`config.mk`:
```
export PLATFORM = sky130hd
export DESIGN_NAME = seg_scan_mux
export DESIGN_NICKNAME = d
export VERILOG_FILES = /design/src/rtl/seg_scan_mux.sv
export SDC_FILE = /design/constraint.sdc
export NUM_CORES = 1
export LEC_CHECK = 0
export CORE_MARGIN = 3
export CORE_UTILIZATION = 35
export DETAILED_ROUTE_END_ITERATION = 8
export SETUP_SLACK_MARGIN = 0.3
export SYNTH_ARGS = -nofsm -noshare
export SYNTH_HDL_FRONTEND = slang
export SYNTH_SLANG_ARGS = --single-unit
```
`constraint.sdc`:
```
create_clock -name clock -period 3 [get_ports clock]
set_input_delay 0.45 -clock clock [delete_from_list [all_inputs] [get_ports clock]]
set_output_delay 0.45 -clock clock [all_outputs]
set_load 0.03 [all_outputs]
```
`src/rtl/seg_scan_mux.sv`:
```
// ---------------------------------------------------------------------------
// seg_scan_mux
//
// Multi-channel seven-segment scan controller. Producers post NUM_DIGITS hex
// nibbles (plus per-digit decimal-point requests) on their channel with a
// one-cycle valid pulse. Channel 0 is the background source; any higher
// channel that posted within the last HOLD_FRAMES scan frames overrides all
// lower ones. The displayed channel only changes on a frame boundary, so a
// single scan frame never mixes digits from two sources.
//
// Parameters:
//   NUM_DIGITS   digits scanned, one anode each
//   NUM_CH       producer channels (>= 2), channel 0 = background
//   DIV          clock cycles per digit slot
//   HOLD_FRAMES  frames an override channel stays up after its last post
//
// Ports:
//   clock      system clock
//   rst_n      asynchronous active-low reset
//   ch_valid   per-channel capture pulse
//   ch_data    packed nibbles, channel i at [i*NUM_DIGITS*4 +: NUM_DIGITS*4]
//   ch_dp      packed dp requests, channel i at [i*NUM_DIGITS +: NUM_DIGITS]
//   lz_en      leading-zero blanking enable
//   bright     4-bit brightness (only with SEG_BRIGHT_PWM_EN defined)
//   an         active-low anodes, one-hot-low
//   seg        active-low segments {g,f,e,d,c,b,a}
//   dp         active-low decimal point
//   active_ch  channel shown in the current frame
//
// Build option:
//   SEG_BRIGHT_PWM_EN  adds the bright input; anodes are only driven for the
//                      first ((bright+1)*DIV)>>4 cycles of every digit slot.
//                      Undefined: anodes stay on for the whole slot.
// ---------------------------------------------------------------------------
module seg_scan_mux #(
  parameter int NUM_DIGITS  = 4,
  parameter int NUM_CH      = 3,
  parameter int DIV         = 50_000,
  parameter int HOLD_FRAMES = 100
) (
  input  logic                           clock,
  input  logic                           rst_n,
  input  logic [NUM_CH-1:0]              ch_valid,
  input  logic [NUM_CH*NUM_DIGITS*4-1:0] ch_data,
  input  logic [NUM_CH*NUM_DIGITS-1:0]   ch_dp,
  input  logic                           lz_en,
`ifdef SEG_BRIGHT_PWM_EN
  input  logic [3:0]                     bright,
`endif
  output logic [NUM_DIGITS-1:0]          an,
  output logic [6:0]                     seg,
  output logic                           dp,
  output logic [$clog2(NUM_CH)-1:0]      active_ch
);

  localparam int DW = NUM_DIGITS * 4;
  localparam int PW = (DIV > 1) ? $clog2(DIV) : 1;
  localparam int IW = (NUM_DIGITS > 1) ? $clog2(NUM_DIGITS) : 1;
  localparam int HW = $clog2(HOLD_FRAMES + 1);
  localparam int CW = $clog2(NUM_CH);

  localparam logic [PW-1:0] PRESC_LAST = PW'(DIV - 1);
  localparam logic [IW-1:0] DIGIT_LAST = IW'(NUM_DIGITS - 1);
  localparam logic [HW-1:0] HOLD_LOAD  = HW'(HOLD_FRAMES);

  // Hex digit to active-low {g,f,e,d,c,b,a}.
  function automatic logic [6:0] hex_to_seg(input logic [3:0] nib);
    logic [6:0] s;
    case (nib)
      4'h0: s = 7'b1000000;
      4'h1: s = 7'b1111001;
      4'h2: s = 7'b0100100;
      4'h3: s = 7'b0110000;
      4'h4: s = 7'b0011001;
      4'h5: s = 7'b0010010;
      4'h6: s = 7'b0000010;
      4'h7: s = 7'b1111000;
      4'h8: s = 7'b0000000;
      4'h9: s = 7'b0010000;
      4'hA: s = 7'b0001000;
      4'hB: s = 7'b0000011;
      4'hC: s = 7'b1000110;
      4'hD: s = 7'b0100001;
      4'hE: s = 7'b0000110;
      4'hF: s = 7'b0001110;
      default: s = 7'h7F;
    endcase
    return s;
  endfunction

  // -------------------------------------------------------------------------
  // Scan timing: prescaler and digit index
  // -------------------------------------------------------------------------
  logic [PW-1:0] presc;
  logic [IW-1:0] digit_idx;
  logic          tick;
  logic          frame_end;

  assign tick      = (presc == PRESC_LAST);
  assign frame_end = tick && (digit_idx == DIGIT_LAST);

  always_ff @(posedge clock or negedge rst_n) begin
    if (!rst_n) begin
      presc     <= '0;
      digit_idx <= '0;
    end else begin
      if (tick) begin
        presc <= '0;
        if (digit_idx == DIGIT_LAST) digit_idx <= '0;
        else                         digit_idx <= digit_idx + IW'(1);
      end else begin
        presc <= presc + PW'(1);
      end
    end
  end

  // -------------------------------------------------------------------------
  // Per-channel shadow registers
  // -------------------------------------------------------------------------
  logic [DW-1:0]         shadow_data [NUM_CH];
  logic [NUM_DIGITS-1:0] shadow_dp   [NUM_CH];

  always_ff @(posedge clock or negedge rst_n) begin
    if (!rst_n) begin
      for (int i = 0; i < NUM_CH; i++) begin
        shadow_data[i] <= '0;
        shadow_dp[i]   <= '0;
      end
    end else begin
      for (int i = 0; i < NUM_CH; i++) begin
        if (ch_valid[i]) begin
          shadow_data[i] <= ch_data[i*DW +: DW];
          shadow_dp[i]   <= ch_dp[i*NUM_DIGITS +: NUM_DIGITS];
        end
      end
    end
  end

  // -------------------------------------------------------------------------
  // Override hold counters (channel 0 never times out, so it has none).
  // A fresh post reloads the counter even on a frame boundary, so a producer
  // that keeps posting never drops off the display.
  // -------------------------------------------------------------------------
  logic [HW-1:0] hold [1:NUM_CH-1];

  always_ff @(posedge clock or negedge rst_n) begin
    if (!rst_n) begin
      for (int i = 1; i < NUM_CH; i++) hold[i] <= '0;
    end else begin
      for (int i = 1; i < NUM_CH; i++) begin
        if (ch_valid[i])                        hold[i] <= HOLD_LOAD;
        else if (frame_end && (hold[i] != '0))  hold[i] <= hold[i] - HW'(1);
      end
    end
  end

  // Highest channel still holding wins; falls back to the background.
  logic [CW-1:0] sel;

  always_comb begin
    sel = '0;
    for (int i = 1; i < NUM_CH; i++) begin
      if (hold[i] != '0) sel = CW'(i);
    end
  end

  // -------------------------------------------------------------------------
  // Frame snapshot: the only thing the output stage reads, so a capture in
  // the middle of a frame cannot tear the digits already being scanned.
  // -------------------------------------------------------------------------
  logic [DW-1:0]         snap_data;
  logic [NUM_DIGITS-1:0] snap_dp;

  always_ff @(posedge clock or negedge rst_n) begin
    if (!rst_n) begin
      active_ch <= '0;
      snap_data <= '0;
      snap_dp   <= '0;
    end else if (frame_end) begin
      active_ch <= sel;
      snap_data <= shadow_data[sel];
      snap_dp   <= shadow_dp[sel];
    end
  end

  // -------------------------------------------------------------------------
  // Leading-zero detection: upper_zero[k] is set when digits k..MSD are all
  // zero, built by walking down from the most significant digit.
  // -------------------------------------------------------------------------
  logic [NUM_DIGITS-1:0] upper_zero;
  logic                  zero_run;
  logic [3:0]            cur_nib;
  logic                  cur_blank;

  always_comb begin
    upper_zero = '0;
    zero_run   = 1'b1;
    for (int k = NUM_DIGITS - 1; k >= 0; k--) begin
      zero_run      = zero_run && (snap_data[k*4 +: 4] == 4'h0);
      upper_zero[k] = zero_run;
    end
  end

  assign cur_nib   = snap_data[{digit_idx, 2'b00} +: 4];
  assign cur_blank = lz_en && (digit_idx != '0) && upper_zero[digit_idx];

  // -------------------------------------------------------------------------
  // Anode duty control
  // -------------------------------------------------------------------------
  logic anode_on;

`ifdef SEG_BRIGHT_PWM_EN
  logic [3:0]  bright_q;
  logic [31:0] on_limit;

  // Brightness only changes at slot boundaries so a slot is never cut short.
  always_ff @(posedge clock or negedge rst_n) begin
    if (!rst_n)    bright_q <= '0;
    else if (tick) bright_q <= bright;
  end

  assign on_limit = ((32'(bright_q) + 32'd1) * 32'(DIV)) >> 4;
  assign anode_on = (32'(presc) < on_limit);
`else
  assign anode_on = 1'b1;
`endif

  // -------------------------------------------------------------------------
  // Registered outputs: one clock behind the digit index.
  // -------------------------------------------------------------------------
  always_ff @(posedge clock or negedge rst_n) begin
    if (!rst_n) begin
      an  <= '1;
      seg <= 7'h7F;
      dp  <= 1'b1;
    end else begin
      an  <= anode_on ? ~(NUM_DIGITS'(1) << digit_idx) : '1;
      seg <= cur_blank ? 7'h7F : hex_to_seg(cur_nib);
      dp  <= ~snap_dp[digit_idx];
    end
  end

endmodule
```
==> impl_metrics.json, run 1 <==
{
  "die_w_um": 135.6,
  "antenna_cells": 0,
  "p_clk_share_pct": 49.6,
  "wl_per_cell_um": 16.11,
  "ir_drop_v": 0.0004321,
  "status": "completed",
  "fin_area_sq_um": 7552,
  "place_hpwl_um": 9487,
  "ctsRootBufferMaster": "clkbuf_16",
  "hold_buffers": 0,
  "synth_edf_count": 0,
  "pwr-share-comb_pct": 6.4,
  "yosys.cell_types.count": 44,
  "synth_area_sq_um": 5877,
  "maxCapViolCount": 0,
  "period_needed_ps": 2536,
  "crit_fanout": 42,
  "clk_latency_ps": 410,
  "yosys_warnings": 0,
  "end_kind": "flop",
  "fillers": 1432,
  "seq_power_share_pct": 44.0,
  "cts-htree-levels": 4,
  "final_util_pct": 46.70,
  "die_h_um": 135.6,
  "nNetsFinal": 658,
  "coreArea_sq_um": 16170,
  "ys_seq_elements": 126,
  "r2r_setup_slack_ps": 460,
  "worst_pin_slew_ps": 750.6,
  "antenna_found_initial": 0,
  "dr_wl_met3_um": 563,
  "fin_cells": 805,
  "worstHoldPathType": "in2async",
  "vias": 4070,
  "start_util_pct": 36.34,
  "drc": 0,
  "io_pins": 80,
  "critPathArrivalTime_ps": 2870,
  "final_common_cell": "dfrtp_1",
  "switching_share_pct": 20.86,
  "rr_worst_depth": 4,
  "dp.cells": 774,
  "leakage_nw": 3.204,
  "async_reset_ff_share_pct": 100.0,
  "cp-start-kind": "flop",
  "cellPowerDensity_nw_per_um2": 549.4,
  "track_usage_pct": 15.26,
  "cts_tree": "done",
  "criticalPathCategory": "reg2reg",
  "internal-power_mw": 3.283,
  "timing.rr.start": "presc[11]",
  "finalSetupViolCount": 0,
  "p_total_mw": 4.149,
  "clock_sinks": 126,
  "drive_above_1_share_pct": 22.41,
  "final_cell_mix": "114 x dfrtp_1, 78 x clkdlybuf4s50_1, 61 x mux2_2, 36 x nand3_1, 33 x nand2_1",
  "max_freq_ghz": 0.3943,
  "core.rowCount": 46,
  "avgSynthCellArea_sq_um": 11.94,
  "cts_made_buffers": 17,
  "die-area_sq_um": 18380,
  "netlist_top_cells_area": "dfrtp_1 49%, mux2_2 12%, dfstp_2 5.4%",
  "route.met2.wl_um": 6369,
  "top_layer_used": "met4",
  "area_growth_pct": 28.51,
  "ys.flop_type": "dfrtp_1",
  "gr-total-overflow": 0,
  "ys_seq_area_share_pct": 53.91,
  "yosysTopAreaCell": "dfrtp_1",
  "slew_viol_final": 0,
  "wirelength_met1_um": 5890,
  "gp_congestion": 0.8058,
  "first_global_vias": 4233,
  "cts-resized-gates": 0,
  "rsz0062_at_grt": "no",
  "final-hold-violation-count": 0,
  "drt_iter0_drc": 214,
  "maxSlewHeadroom_pct": 49.96,
  "clk_pin_slew_ps": 60,
  "grt_pass1_wl_um": 21880,
  "fin_skew_ps": 8.621,
  "syn_nets": 573,
  "clockBufferDepth": 2,
  "postCtsSetupBuffers": 0,
  "vias_per_cell": 5.056,
  "netlist_instances": 492,
  "placed_area_sq_um": 6954,
  "cp.required_ps": 3340,
  "first_pass_iters": 4,
  "reg2reg_to": "hold[4]",
  "ant_nets": 0,
  "power.switching_mw": 0.8655,
  "fin_crit_sh_pct": 84.54,
  "grt_max_degree": 58,
  "wl_um": 12970,
  "fin_tns_setup_ps": 0,
  "port_buffers": 79,
  "synth_top_area_share_pct": 48.54
}
==> per-stage QoR <==
stage	worst slack, ps	hold slack [ps]
after floorplan	741.0	154.4
after global placement	490.3	481.1
after detailed placement	461.5	478.0
after CTS	455.4	117.2
after global routing	339.7	139.4
final	463.8	110.1
==> Yosys cell counts, types with 9 or more instances <==
cell type,n
inv_1,19
nand2_1,33
clkbuf_1,25
ha_1,15
dfrtp_1,114
o21ai_0,13
mux2_2,61
a21oi_1,9
nor2_1,11
dfstp_2,12
nor4_1,12
o211ai_1,23
mux2i_1,20
xor2_1,10
nand3_1,36
==> power by group through the flow <==
stage | clock, mW | combinational (mW) | sequential, mW
final | 2.06 | 0.266 | 1.83
after global routing | 2.18 | 0.291 | 1.84
after CTS | 2.10 | 0.272 | 1.83
after detailed placement | 0 | 0.271 | 1.86
after global placement | 0 | 0.265 | 1.85
after floorplan | 0 | 0.116 | 1.84
==> routing by layer <==
layer  up-vias  track usage, %
li1       1967               -
met1      1995           20.39
met2        95           24.42
met3        13           4.160
met4         0           4.479
met5         -               0
==> area by class of cell <==
cell class	count	area (sq um)	share of cell area (%)
Tap cell	216	270.3	3.579
Sequential cell	126	3168	41.95
Inverter	19	71.32	0.9443
Multi-Input combinational cell	319	2531	33.52
Timing Repair Buffer	94	913.4	12.09
Clock inverter	11	141.4	1.872
Clock buffer	20	456.7	6.047
==> flip-flops by register name, summed over array words and instances (netlist names) <==
name,cells
presc,16
active_ch,2
seg,7
snap_dp,4
snap_data,16
dp,1
shadow_data,48
hold,14
shadow_dp,12
an,4
digit_idx,2
==> cell families after synthesis <==
group	synth area share [%]
XOR/XNOR	2.533
adder cells (fa/ha/maj)	3.194
AND/OR/NAND/NOR	12.56
flip-flops	53.91
AO/OA/AOI/OAI	7.281
buffers and inverters	3.130
multiplexers	17.39
==> critical path, cell delays in order (launching register included) <==
cell	delay (ps)
dfrtp_1	400
or4b_4	590
or4_4	750
or4_1	560
a21oi_1	150
==> how the worst max path moves through the flow <==
stage	slack (ps)	to	depth (start not counted)	from
3_3_place_gp	490	hold[4]	4	presc[11]
4_1_cts	460	hold[3]	4	presc[11]
6_report	460	hold[4]	4	presc[11]
3_5_place_dp	460	hold[4]	4	presc[11]
2_1_floorplan	740	hold[10]	6	presc[11]
5_1_grt	340	hold[3]	4	presc[13]
No activity file was read; power rests on OpenSTA's default activity.
==> run 2, diff against run 1 <==
clock period = 2.5 ns   (was 3 ns; I/O delays follow)
==> run 2 against run 1 <==
Global-route usage grew 0.38 points. Design area rose by 3.2%. Sequential share of layout area is 1.3 points lower. Worst hold slack better by 350 ps. Clock-buffer cell count fell by 2. Setup slack worse by 220 ps. First-iteration DRC count grew 19%. Critical endpoint is now hold[9]. Highest routed layer unchanged.
==> impl_metrics.json, run 2 (synthesis results as in run 1) <==
{
  "reg.largest.list": "shadow_data: 48 flops, presc: 16 flops, snap_data: 16 flops",
  "clk_pin_slew_ps": 60,
  "area_growth_pct": 32.64,
  "core.rowCount": 46,
  "worstHoldPathType": "in2async",
  "fin_crit_sh_pct": 90.10,
  "die-area_sq_um": 18380,
  "antenna_cells": 0,
  "critPathArrivalTime_ps": 2610,
  "crit_fanout": 7,
  "top_register": "shadow_data",
  "criticalPathCategory": "reg2reg",
  "ctsRootBufferMaster": "clkbuf_16",
  "grt_max_degree": 51,
  "ir_drop_v": 0.0005147,
  "grt_pass1_wl_um": 22480,
  "fin_tns_setup_ps": 0,
  "setup_ws_ps": 247.5,
  "multi_input_area_sq_um": 2576,
  "clk_latency_ps": 420,
  "cp-start-kind": "flop",
  "first_pass_iters": 4,
  "drc": 0,
  "io_pins": 80,
  "gr-total-overflow": 0,
  "placed_area_sq_um": 6992,
  "cts_tree": "done",
  "final_cell_mix": "114 x dfrtp_1, 78 x clkdlybuf4s50_1, 61 x mux2_2, 35 x nand3_1, 33 x nand2_1",
  "wl_per_cell_um": 16.19,
  "seq_power_share_pct": 42.8,
  "rsz0062_at_grt": "yes",
  "clock_sinks": 126,
  "end_kind": "flop",
  "power.switching_mw": 1.093,
  "final-seq-area_sq_um": 3168,
  "p_clk_share_pct": 50.9,
  "cp.required_ps": 2860,
  "place_hpwl_um": 9339,
  "die_w_um": 135.6,
  "cts_made_buffers": 17,
  "first_global_vias": 4397,
  "finalSetupViolCount": 0,
  "pwr-share-comb_pct": 6.3,
  "antenna_found_initial": 0,
  "cellPowerDensity_nw_per_um2": 656.5,
  "max_freq_ghz": 0.4439,
  "leakage_nw": 3.303,
  "drive_above_1_share_pct": 26.51,
  "track_usage_pct": 15.63,
  "start_util_pct": 36.34,
  "fin_area_sq_um": 7795,
  "fin_skew_ps": 7.811,
  "clockBufferDepth": 2,
  "dp_slack_ps": 105.7,
  "internal-power_mw": 4.024,
  "gp_congestion": 0.7870,
  "status": "completed",
  "vias": 4229,
  "largest_reg_flops": 48,
  "p_total_mw": 5.117,
  "maxCapViolCount": 0,
  "coreArea_sq_um": 16170,
  "vias_per_cell": 5.114,
  "final-hold-violation-count": 0,
  "period_needed_ps": 2253,
  "maxSlewHeadroom_pct": 68.20,
  "fin_cells": 827,
  "final_common_cell": "dfrtp_1",
  "port_buffers": 79,
  "cts-htree-levels": 4,
  "fillers": 1405,
  "dp.cells": 779,
  "nNetsFinal": 679,
  "worst_pin_slew_ps": 477.1,
  "die_h_um": 135.6,
  "wl_um": 13390,
  "slew_viol_final": 0,
  "switching_share_pct": 21.36,
  "drt_iter0_drc": 255,
  "r2r_setup_slack_ps": 250,
  "ant_nets": 0
}
-- run 2: cell count changes in the layout (fill, tap and decap cells not counted), sizes merged --
cell / delta
dlygate4sd3: +1
buf: +19
clkbuf: -2
bufinv: +1
clkinvlp: +3
clkinv: -1
or4: +1
-- run 2: metal layers --
| layer | share of wire (%) | up-vias | GRT usage, % |
|---|---|---|---|
| met4 | 1.9 | 0 | 6.831 |
| met3 | 3.2 | 21 | 3.046 |
| met1 | 46 | 2109 | 21.11 |
| li1 | - | 2007 | - |
| met5 | 0 | - | 0 |
| met2 | 49 | 92 | 24.56 |
-- run 2: final timing paths --
check | start | to | cells past startpoint
max | presc[10] | hold[9] | 5
min | rst_n | shadow_data[1] | 2
max reg2reg | presc[10] | hold[9] | 5
min reg2reg | snap_dp[2] | snap_dp[2] | 2
max in group asynchronous | rst_n | hold[3] | 3
min in group clock | snap_dp[2] | snap_dp[2] | 2
-- run 2: stage by stage --
step | hold WS (ps) | util (%)
finish | 456.9 | 48.20
global route | 489.9 | 48.20
CTS | 467.3 | 47.76
detailed placement | 370.7 | 43.23
global placement | 358.5 | 43.23
floorplan | 79.41 | -
-- run 2: what timing repair did --
item                                    CTS  global route
endpoints found under the setup margin   31            31
resized for setup                         8             4
hold buffers                              1             0
hold endpoints to repair                 22             0
pin swaps                                 9             6
gates cloned                              1             0
setup buffers                             7             7
-- run 2: final cells by class --
| type | instances | area share [%] |
|---|---|---|
| sequential | 126 | 40.64 |
| timing repair buffer | 114 | 13.82 |
| clock buffer | 18 | 5.634 |
| multi-input combinational | 320 | 33.05 |
| inverter | 19 | 0.9149 |
| tap | 216 | 3.467 |
| clock inverter | 14 | 2.472 |
-- run 2: critical path: stages, from the launching register on --
cell and delay (ps):
dfrtp_1 390, or4b_4 580, or4_4 600, buf_6 150, or4_4 410, nand3_2 70
-- run 2: power groups by stage --
stage / Clock (mW) / Combinational (mW) / Sequential [mW]
after floorplan: 0 / 0.139 / 2.21
after global placement: 0 / 0.319 / 2.22
after detailed placement: 0 / 0.327 / 2.23
after CTS: 2.66 / 0.330 / 2.19
after global routing: 2.74 / 0.353 / 2.20
final: 2.60 / 0.322 / 2.19
==> run 3, diff against run 2 <==
RECOVER_POWER = 100   (was unset)
clock period = 2.75 ns   (was 2.5 ns; I/O delays follow)
==> run 3 against run 2 <==
Clock-buffer cell count rose by 7. Maximum frequency fell by 11%. Sequential share of layout area rose by 1.1 points. Critical endpoint is now hold[13]. Sequential power fell by 9.1%. Critical path type unchanged. Utilization fell by 1.2 points. Critical path depth did not move. Largest cell class unchanged. Power fell by 9.2%. Clock power fell by 8.8%.
==> impl_metrics.json, run 3 (synthesis results as in run 1) <==
{
  "status": "completed",
  "grt.met2_usage_pct": 22.76,
  "vias": 4157,
  "placed_area_sq_um": 6947,
  "clockBufferDepth": 2,
  "finalSetupViolCount": 0,
  "final_cell_mix": "114 x dfrtp_1, 61 x mux2_2, 61 x clkdlybuf4s50_1, 36 x nand3_1, 32 x nand2_1",
  "port_buffers": 79,
  "maxSlewHeadroom_pct": 4.507,
  "worst_pin_slew_ps": 1432,
  "top_register": "shadow_data",
  "clock_sinks": 126,
  "first_global_vias": 4209,
  "fillers": 1483,
  "crit_fanout": 7,
  "cp.required_ps": 3100,
  "rsz0062_at_grt": "yes",
  "clk_latency_ps": 420,
  "critPathArrivalTime_ps": 2870,
  "fin_area_sq_um": 7596,
  "max_freq_ghz": 0.3958,
  "reg.largest.list": "shadow_data: 48 flops, presc: 16 flops, snap_data: 16 flops",
  "drt_iter0_drc": 227,
  "cts_made_buffers": 17,
  "met1_usage_pct": 20.47,
  "place_hpwl_um": 9013,
  "leakage_nw": 3.229,
  "wl_um": 12940,
  "drc": 0,
  "ant_nets": 0,
  "ctsRootBufferMaster": "clkbuf_16",
  "criticalPathCategory": "reg2reg",
  "nNetsFinal": 666,
  "grt_pass1_wl_um": 21470,
  "grt_max_degree": 84,
  "die_w_um": 135.6,
  "die-area_sq_um": 18380,
  "antenna_found_initial": 0,
  "core.rowCount": 46,
  "largest_reg_flops": 48,
  "cellPowerDensity_nw_per_um2": 611.6,
  "slew_viol_final": 0,
  "busiest_layer": "met2",
  "worstHoldPathType": "in2async",
  "track_usage_pct": 15.16,
  "io_pins": 80,
  "cts-htree-levels": 4,
  "maxCapViolCount": 0,
  "period_needed_ps": 2527,
  "final-hold-violation-count": 0,
  "fin_tns_setup_ps": 0,
  "first_pass_iters": 5,
  "drive_above_1_share_pct": 21.44,
  "antenna_cells": 0,
  "gr-total-overflow": 0,
  "fin_skew_ps": 5.867,
  "cp-start-kind": "flop",
  "clk_pin_slew_ps": 60,
  "wl_per_cell_um": 15.91,
  "die_h_um": 135.6,
  "ir_drop_v": 0.0004259,
  "cts_tree": "done",
  "area_growth_pct": 29.25,
  "vias_per_cell": 5.113,
  "fin_crit_sh_pct": 91.88,
  "coreArea_sq_um": 16170,
  "final_common_cell": "dfrtp_1",
  "use_met3_pct": 4.495,
  "start_util_pct": 36.34,
  "gp_congestion": 0.8117,
  "end_kind": "flop"
}
## run 3: path summary, 6_finish.rpt
| check | depth (start not counted) | to | slack [ps] | start |
|---|---|---|---|---|
| max | 5 | hold[13] | 220 | presc[12] |
| max in group asynchronous | 3 | shadow_data[28] | 950 | rst_n |
| min in group clock | 1 | active_ch[1] | 480 | active_ch[1] |
| min reg2reg | 1 | active_ch[1] | 480 | active_ch[1] |
| max reg2reg | 5 | hold[13] | 220 | presc[12] |
| min | 2 | shadow_data[2] | 370 | rst_n |
## run 3: area by class of cell
type | instances | area, sq um | area share [%]
Multi-Input combinational cell | 321 | 2547 | 33.54
Clock inverter | 6 | 130.1 | 1.713
Tap cell | 216 | 270.3 | 3.558
Timing Repair Buffer | 100 | 913.4 | 12.02
Inverter | 19 | 71.32 | 0.9389
Sequential cell | 126 | 3168 | 41.71
Clock buffer | 25 | 495.5 | 6.523
## run 3: report_power, final
group	leakage [nW]	switching [mW]	internal [mW]
logic	1.39	0.110	0.172
registers	1.54	0.0459	1.95
clock network	0.307	0.766	1.60
total	3.23	0.923	3.72
## run 3: repair_timing
action | in CTS | in global routing
gates cloned | 1 | 1
endpoints found under the setup margin | 2 | 17
endpoints found under the hold margin | 3 | 0
pin swaps | 1 | 3
hold buffers | 1 | 0
buffers inserted | 2 | 4
resized for setup | 0 | 1
## run 3: per-layer routing
metal  part of all wire, %  vias to the layer above  wire length, um
li1                      -                     1979                -
met1                    47                     2059             6082
met2                    47                      101             6032
met3                   4.5                       18              581
met4                   1.9                        0              240
met5                     0                        -                0
## run 3: metrics by stage
stage	hold slack, ps	setup slack [ps]	cells	utilization (%)	total power [mW]
2_1_floorplan	116.9	491.0	492	-	2.133
3_3_place_gp	221.1	305.6	773	42.95	2.309
3_5_place_dp	222.3	273.6	773	42.95	2.318
4_1_cts	328.3	301.9	808	47.03	4.702
5_1_grt	367.2	138.3	813	46.97	4.840
6_report	368.7	223.4	813	46.97	4.646
## run 3: critical path: stages (launching register included)
cell,delay [ps]
dfrtp_1,400
or4b_4,610
or4_1,690
clkbuf_4,210
or4_1,460
nand3_1,90
